===== config.mk =====
export PLATFORM = sky130hd
export DESIGN_NAME = descrambler_stream
export DESIGN_NICKNAME = d
export VERILOG_FILES = /design/src/rtl/descrambler_stream.sv
export SDC_FILE = /design/constraint.sdc
export NUM_CORES = 1
export LEC_CHECK = 0
export ABC_AREA = 1
export CORE_UTILIZATION = 46
export CTS_CLUSTER_SIZE = 25
export DETAILED_ROUTE_END_ITERATION = 12
export GPL_ROUTABILITY_DRIVEN = 1
export PLACE_DENSITY = 0.69
export RECOVER_POWER = 50
export REMOVE_ABC_BUFFERS = 1
export SKIP_LAST_GASP = 1
export SYNTH_ARGS = -nofsm -noshare
export SYNTH_HDL_FRONTEND = slang
export SYNTH_SLANG_ARGS = --single-unit

===== constraint.sdc =====
create_clock -name clk -period 1.37 [get_ports clk]
set_input_delay 0.3425 -clock clk [delete_from_list [all_inputs] [get_ports clk]]
set_output_delay 0.3425 -clock clk [all_outputs]
set_load 0.005 [all_outputs]

===== src/rtl/descrambler_stream.sv =====
// Streaming additive descrambler: an MSB-first LFSR keystream is XORed onto each accepted beat.
// The LFSR reseeds at every frame end, taken from tlast or from an internal beat counter.
module descrambler_stream #(
  parameter int                DATA_W    = 8,
  parameter int                LFSR_W    = 15,
  parameter logic [LFSR_W-1:0] SEED      = 15'b100111100011111,
  parameter logic [LFSR_W-1:0] TAP_MASK  = 15'b000000000000011,
  parameter int                FRAME_LEN = 255,
  parameter bit                USE_TLAST = 1'b1
) (
  input  logic              clk,
  input  logic              reset,
  input  logic              descr_en,
  input  logic              s_axis_input_tvalid,
  output logic              s_axis_input_tready,
  input  logic [DATA_W-1:0] s_axis_input_tdata,
  input  logic              s_axis_input_tlast,
  output logic              m_axis_output_tvalid,
  input  logic              m_axis_output_tready,
  output logic [DATA_W-1:0] m_axis_output_tdata,
  output logic              m_axis_output_tlast,
  output logic              frame_len_err
);

  localparam int              CNT_W = 16;
  localparam logic [CNT_W-1:0] LEN  = CNT_W'(FRAME_LEN);
  localparam logic [CNT_W-1:0] ONE  = CNT_W'(1);

  // s[LFSR_W] is the leftmost bit; s[1] is the next bit to leave the register.
  logic [LFSR_W:1]    lfsr_q, lfsr_d, lfsr_adv;
  logic [CNT_W-1:0]   cnt_q, cnt_d;
  logic               out_valid_q, out_valid_d;
  logic [DATA_W-1:0]  out_data_q, out_data_d;
  logic               out_last_q, out_last_d;
  logic               err_q, err_d;
  logic [DATA_W-1:0]  keystream;
  logic               accept, at_len, frame_end, len_err;

  // A beat moves on a cycle where valid and ready are both high; the output
  // register may be refilled in the same cycle it drains, and nothing is accepted during reset.
  assign s_axis_input_tready = !reset && (!out_valid_q || m_axis_output_tready);
  assign accept              = s_axis_input_tvalid && s_axis_input_tready;

  always_comb begin
    lfsr_adv  = lfsr_q;
    keystream = '0;
    for (int n = 0; n < DATA_W; n++) begin
      keystream[DATA_W-1-n] = ^(lfsr_adv & TAP_MASK);
      lfsr_adv              = {keystream[DATA_W-1-n], lfsr_adv[LFSR_W:2]};
    end
  end

  assign at_len = (cnt_q == LEN);

  always_comb begin
    frame_end = at_len;
    len_err   = 1'b0;
    if (USE_TLAST) begin
      frame_end = s_axis_input_tlast;
      len_err   = (s_axis_input_tlast != at_len);
    end
  end

  always_comb begin
    lfsr_d      = lfsr_q;
    cnt_d       = cnt_q;
    out_valid_d = out_valid_q;
    out_data_d  = out_data_q;
    out_last_d  = out_last_q;
    err_d       = 1'b0;
    if (accept) begin
      out_valid_d = 1'b1;
      out_data_d  = s_axis_input_tdata ^ (descr_en ? keystream : '0);
      out_last_d  = frame_end;
      err_d       = len_err;
      if (frame_end) begin
        lfsr_d = SEED;
        cnt_d  = ONE;
      end else begin
        // A missing tlast at the nominal length wraps the count but keeps the keystream running.
        lfsr_d = lfsr_adv;
        cnt_d  = at_len ? ONE : cnt_q + ONE;
      end
    end else if (m_axis_output_tready) begin
      out_valid_d = 1'b0;
    end
  end

  always_ff @(posedge clk) begin
    if (reset) begin
      lfsr_q      <= SEED;
      cnt_q       <= ONE;
      out_valid_q <= 1'b0;
      out_data_q  <= '0;
      out_last_q  <= 1'b0;
      err_q       <= 1'b0;
    end else begin
      lfsr_q      <= lfsr_d;
      cnt_q       <= cnt_d;
      out_valid_q <= out_valid_d;
      out_data_q  <= out_data_d;
      out_last_q  <= out_last_d;
      err_q       <= err_d;
    end
  end

  assign m_axis_output_tvalid = out_valid_q;
  assign m_axis_output_tdata  = out_data_q;
  assign m_axis_output_tlast  = out_last_q;
  assign frame_len_err        = err_q;

endmodule


==> results of run 1 <==
## report_power, final
group	switching, mW	internal, mW	leakage, nW
Combinational	0.196	0.206	0.847
Clock	0.430	0.405	0.0472
Sequential	0.0485	1.30	0.346
## per-layer routing
| metal | part of all wire, % | wire length (µm) | vias to the layer above | track usage, % |
|---|---|---|---|---|
| met2 | 48 | 2113 | 32 | 37.62 |
| met1 | 46 | 2010 | 836 | 24.14 |
| met4 | 1.4 | 61 | 0 | 7.813 |
| met5 | 0 | 0 | - | 0 |
| met3 | 4.0 | 175 | 6 | 5.167 |
| li1 | - | - | 987 | - |
## cell usage in the layout, fill, tap and decap left out, drive strengths merged
cell type,instances
a21o,1
a21oi,9
a22o,1
a2bb2oi,5
buf,27
clkbuf,7
clkdlybuf4s50,11
clkinv,1
clkinvlp,1
dfxtp,42
dlygate4sd2,13
ha,1
inv,36
nand2,90
nand3,11
nand4,5
nor2,39
nor3,3
o21ai,10
o21bai,5
xnor2,1
xor2,19
## worst reg2reg max path, stage by stage, from the launching register on
cell      delay, ns
dfxtp_2        0.36
ha_4           0.15
nand3_4        0.09
buf_4          0.16
buf_4          0.12
o21bai_1       0.12
nand4_1        0.09
a21oi_1        0.14
## state kept, by name (all words and copies together), names as in the netlist
signal	count
m_axis_output_tvalid	1
frame_len_err	1
cnt_q	16
m_axis_output_tlast	1
m_axis_output_tdata	8
lfsr_q	15
## worst min path at each step
stage,start,endpoint,cells after the start
after global placement,lfsr_q[15],lfsr_q[15],2
after detailed placement,lfsr_q[14],lfsr_q[6],2
after CTS,lfsr_q[14],lfsr_q[6],2
after global routing,lfsr_q[15],lfsr_q[15],2
final,lfsr_q[10],lfsr_q[10],2
after floorplan,reset,cnt_q[6],1
## cell type report
class / instances / area [µm²]
fillers: 380 / 1440
repair buffers: 52 / 435.4
flip-flops and latches: 42 / 853.3
multi-input cells: 200 / 1089
clock inverters: 2 / 12.51
clock buffers: 6 / 82.58
well taps: 50 / 62.56
inverters: 36 / 140.1
## cell families (layout without fill, tap and decap cells)
| family | count (synthesis) | in the layout |
|---|---|---|
| AO/OA/AOI/OAI | 31 | 31 |
| buffers and inverters | 43 | 96 |
| flip-flops | 42 | 42 |
| adder cells (fa/ha/maj) | 1 | 1 |
| AND/OR/NAND/NOR | 148 | 148 |
| XOR/XNOR | 20 | 20 |
## per-stage QoR
stage | worst slack [ns] | util (%) | TNS, ns | power [mW]
after floorplan | -0.08528 | - | -0.4638 | 1.544
after global placement | -0.4112 | 60.32 | -12.62 | 1.760
after detailed placement | -0.4178 | 60.32 | -13.22 | 1.764
after CTS | 0.0001975 | 63.15 | 0 | 2.589
after global routing | -0.03647 | 65.00 | -0.1032 | 2.716
final | 0.06455 | 65.00 | 0 | 2.585
## timing repair
| action | CTS | global route |
|---|---|---|
| endpoints found under the setup margin | 33 | 17 |
| pin swaps | 3 | 4 |
| resized for setup | 27 | 24 |
| setup buffers | 1 | 1 |
==> impl_metrics.csv, run 1 <==
group,metric,value,unit
grt,first_global_vias,1744,
setup_path,required,1.57,ns
timing,rsz0062_at_grt,"true",
logic_synthesis,yosys-top-cells-area,"dfxtp_1, nand2_1, xor2_1, nor2_1, inv_1",
worst_hold_path,hp-class,"reg -> reg",
logic_synthesis,synth-xor-area-share,8.658,%
setup_path,rr_endpoint,"cnt_q[6]",
logic_synthesis,synth_flop_cell,"dfxtp_1",
logic_synthesis,syn_avg_cell_area,7.099,µm²
setup_path,critPathMaxStageDelay,0.51,ns
pwr,vdd_drop_max,0.0006999,V
detailed_routing,post-route-drc-count,0,
logic_synthesis,synthAdderAreaFrac,0.6184,%
cts,clk_latency,0.30,ns
detailed_routing,viasPerCell,4.796,
timing,tightest_slew,0.2801,ns
timing,fin_skew,0.007418,ns
grt,gr-total-overflow,0,
finish,drive_gt1_share,22.19,%
setup_path,critPathLaunchType,"input pin",
detailed_routing,vias,1861,
logic_synthesis,synth_top_family_by_area,"simple AND/OR/NAND/NOR gates",
setup_path,crit_end,"cnt_q[3]",
logic_synthesis,synth_top_cell_area_share,41.56,%
logic_synthesis,muxShareOfSynthArea,0,%
placement,post-dp-hpwl,3.247,mm
logic_synthesis,syn_area,2023,µm²
floorplanning,row_count,23,
grt,grtUsageTotal,21.16,%
setup_path,worstReg2RegStart,"cnt_q[0]",
finish,final_area,2675,µm²
timing,setup_viol,0,
placement,dpl_cell_area,2482,µm²
placement,dp.cells,378,
setup_path,path_max_fanout,8,
detailed_routing,drtIter0Drc,86,
cts,clkTransAtPathRegs,0.08,ns
finish,nets,352,
finish,antennaDiodeCount,0,
setup_path,endpoint_kind,"register",
setup_path,crit_chain,"clkdlybuf4s50_1 > nand3_4 > buf_4 > nor2_1 > xor2_1 > nor2_1",
logic_synthesis,synth_edf_count,0,
setup_path,path_delay_family,"buffers and inverters",
cts,max-clock-path-buffers,2,
floorplanning,fp.dieH,68.32,µm
floorplanning,io_pins,26,
timing,slew_violations,0,
timing,hold_viol,0,
detailed_routing,ant_nets,0,
finish,syn2layout_area_growth,32.22,%
finish,fin_cells,388,
cts,cts_buffers,5,
placement,io_buffers,25,
detailed_routing,dr.pass1.iters,4,
detailed_routing,wl_per_cell,11.24,µm
timing,relSlewSlack,81.26,%
status,outcome,"finished clean",
cts,cts_htree_levels,2,
setup_path,startpoint,"s_axis_input_tvalid",
logic_synthesis,yosysWarnings,0,
logic_synthesis,netlist_instances,285,
timing,post-route-period-util,95.29,%
cts,cts_sinks,42,
grt,antenna_found_initial,0,
grt,grt_first_pass_wirelength,7.217,mm
detailed_routing,totalWireLength,4.360,mm
logic_synthesis,ys_ff_latch,42,
logic_synthesis,synth_top_area_cell,"dfxtp_1",
setup_path,crit_slowest_cell,"clkdlybuf4s50_1",
grt,grt_max_degree,14,
timing,hold-worst-slack,0.4605,ns
timing,min_period,1.305,ns
setup_path,critPathBufInv,2,
floorplanning,die_x,68.32,µm
cts,cts_tree,"done",
logic_synthesis,yosys.area_share.simple,30.92,%
logic_synthesis,synth-compound-area-share,9.524,%
cts,cts_root_buffer,"clkbuf_8",
timing,max_freq,766.0,MHz
pwr,powerDensity,966.3,nW/µm²
setup_path,reg2reg_depth,7,
cts,hold_buffers,0,
logic_synthesis,yosysMostFrequentCell,"nand2_1",
setup_path,cp_num_cells,6,
placement,gp_congestion,0.8649,
setup_path,ff2ff_setup_slack,0.08,ns
setup_path,critical_path_class,"in -> reg",
setup_path,arrival,1.50,ns
logic_synthesis,yosysUniqueCellTypes,26,
floorplanning,core-area,4115,µm²
pwr,leakagePower,1.241,nW
floorplanning,die_area,4668,µm²
logic_synthesis,ys_top_cells_by_count,"nand2_1, dfxtp_1, nor2_1, inv_1, xor2_1",
setup_path,critical_path.most_common_cell,"nor2_1",
logic_synthesis,async_flop_share,0,%
logic_synthesis,yosysSeqAreaShare,41.56,%
floorplanning,start_util,49.16,%
flow_run,maxCapViolCount,0,
(Power assumes the default switching activity.)
==> inputs of run 2 (changes only) <==
--- a/config.mk
+++ b/config.mk
@@ -11,7 +11,6 @@
 export DETAILED_ROUTE_END_ITERATION = 12
 export GPL_ROUTABILITY_DRIVEN = 1
 export PLACE_DENSITY = 0.69
-export RECOVER_POWER = 50
 export REMOVE_ABC_BUFFERS = 1
 export SKIP_LAST_GASP = 1
 export SYNTH_ARGS = -nofsm -noshare
==> results of run 2 <==
Final layout, timing and power as in run 1 (identical DEF).
==> inputs of run 3 (changes only) <==
--- a/config.mk
+++ b/config.mk
@@ -7,6 +7,7 @@
 export LEC_CHECK = 0
 export ABC_AREA = 1
 export CORE_UTILIZATION = 46
+export CTS_BUF_LIST = sky130_fd_sc_hd__clkbuf_4 sky130_fd_sc_hd__clkbuf_8
 export CTS_CLUSTER_SIZE = 25
 export DETAILED_ROUTE_END_ITERATION = 12
 export GPL_ROUTABILITY_DRIVEN = 1
==> constraint.sdc (replaced) <==
create_clock -name clk -period 1.6 [get_ports clk]
set_input_delay 0.4 -clock clk [delete_from_list [all_inputs] [get_ports clk]]
set_output_delay 0.4 -clock clk [all_outputs]
set_load 0.005 [all_outputs]
==> run 3 against run 2 <==
Against the previous run: clock skew fell by 0.0034 ns; register-to-register slack better by 0.05 ns; clock-buffer cell count is the same; cell count down 3.4%; wire length shrank 0.18%; core utilization fell by 2.8 points; critical endpoint is now m_axis_output_tdata[4]; largest cell class unchanged; largest power group unchanged.
==> impl_metrics.csv, run 3 (synthesis gave the netlist of run 1 again) <==
group,metric,value,unit
status,outcome,"finished clean",
detailed_routing,vias,1809,
cts,cts_sinks,42,
cts,clk_latency,0.29,ns
floorplanning,row_count,23,
flow_run,maxCapViolCount,0,
grt,first_global_vias,1691,
finish,regMostFlops,"cnt_q",
timing,fin_ws,0.06800,ns
finish,nets,339,
detailed_routing,ant_nets,0,
cts,max-clock-path-buffers,2,
timing,fin_tns_setup,0,ns
setup_path,critical_path_class,"reg -> out",
setup_path,critPathBufInv,1,
cts,hold_buffers,0,
setup_path,required,1.20,ns
placement,gp_congestion,0.8475,
finish,antennaDiodeCount,0,
setup_path,arrival,1.13,ns
detailed_routing,post-route-drc-count,0,
finish,mostFrequentLayoutCells,"nand2_1, dfxtp_1, inv_1, nor2_1, clkdlybuf4s50_1",
cts,cts_tree,"done",
pwr,total_power,2.510,mW
finish,drive_gt1_share,12.92,%
setup_path,crit_chain,"clkdlybuf4s50_1",
timing,max_freq,652.7,MHz
floorplanning,core-area,4115,µm²
timing,tightest_slew,0.2833,ns
detailed_routing,wl_per_cell,11.61,µm
cts,cts_buffers,5,
timing,fin_skew,0.004023,ns
detailed_routing,dr.pass1.iters,4,
cts,cts_htree_levels,2,
pwr,vdd_drop_max,0.0005639,V
setup_path,endpoint_kind,"primary output",
finish,syn2layout_area_growth,26.47,%
timing,post-route-period-util,95.75,%
setup_path,critPathLaunchType,"register",
worst_hold_path,hp-class,"reg -> reg",
floorplanning,start_util,49.16,%
floorplanning,fp.dieH,68.32,µm
grt,grtUsageTotal,21.02,%
cts,clkTransAtPathRegs,0.08,ns
detailed_routing,totalWireLength,4.352,mm
timing,slew_violations,0,
grt,gr-total-overflow,0,
placement,pre_cts_slack,-0.3040,ns
floorplanning,io_pins,26,
grt,grt_first_pass_wirelength,7.231,mm
setup_path,path_max_fanout,2,
finish,final_area,2559,µm²
cts,post_cts.repair.setup_buffers,0,
timing,hold_viol,0,
setup_path,path_delay_family,"buffers and inverters",
pwr,powerDensity,981.1,nW/µm²
detailed_routing,viasPerCell,4.824,
grt,antenna_found_initial,0,
placement,io_buffers,25,
timing,rsz0062_at_grt,"true",
timing,setup_viol,0,
setup_path,crit_slowest_cell,"clkdlybuf4s50_1",
finish,layout_commonest_cell,"nand2_1",
floorplanning,die_x,68.32,µm
pwr,leakagePower,1.186,nW
placement,dpl_cell_area,2400,µm²
cts,cts_root_buffer,"clkbuf_8",
timing,min_period,1.532,ns
setup_path,critPathMaxStageDelay,0.51,ns
detailed_routing,drtIter0Drc,107,
grt,grt_max_degree,14,
placement,post-dp-hpwl,3.216,mm
finish,largest_register_ffs,16,
floorplanning,die_area,4668,µm²
timing,relSlewSlack,80.97,%
==> run 3: through the flow <==
step	utilization (%)	hold WS [ns]	instances
finish	62.18	0.4642	375
global route	62.18	0.4909	375
CTS	61.66	0.4659	375
detailed placement	58.32	0.4554	367
global placement	58.32	0.4383	367
floorplan	-	0.4293	278
==> run 3: cell type report <==
| type | count | area, µm² |
|---|---|---|
| clock inverters | 2 | 60.06 |
| clock buffers | 6 | 82.58 |
| multi-input cells | 200 | 1021 |
| repair buffers | 39 | 355.3 |
| fillers | 374 | 1556 |
| flip-flops and latches | 42 | 842.1 |
| inverters | 36 | 135.1 |
| well taps | 50 | 62.56 |
==> run 3: worst paths after layout <==
path	slack, ns	endpoint	cells past startpoint	startpoint
max	0.07	m_axis_output_tdata[4]	1	m_axis_output_tdata[4]
min	0.46	lfsr_q[5]	2	lfsr_q[13]
max reg2reg	0.13	cnt_q[13]	8	cnt_q[1]
min reg2reg	0.46	lfsr_q[5]	2	lfsr_q[13]
==> run 3: where the power goes <==
| part | switching, mW | internal, mW | leakage, nW |
|---|---|---|---|
| sequential | 0.0349 | 1.11 | 0.344 |
| combinational | 0.159 | 0.174 | 0.771 |
| clock | 0.371 | 0.666 | 0.0714 |
==> run 3: metal layers <==
| layer | GRT usage, % | vias to the layer above | share of wire, % | wire length (µm) |
|---|---|---|---|---|
| met5 | 0 | - | 0 | 0 |
| met3 | 6.333 | 2 | 4.6 | 202 |
| li1 | - | 962 | - | - |
| met2 | 35.91 | 31 | 48 | 2103 |
| met4 | 5.208 | 0 | 0.23 | 10 |
| met1 | 25.45 | 814 | 47 | 2036 |
==> run 3: timing repair <==
action,CTS,global route
gates cloned,0,0
gates resized for setup,4,7
endpoints found under the setup margin,1,12
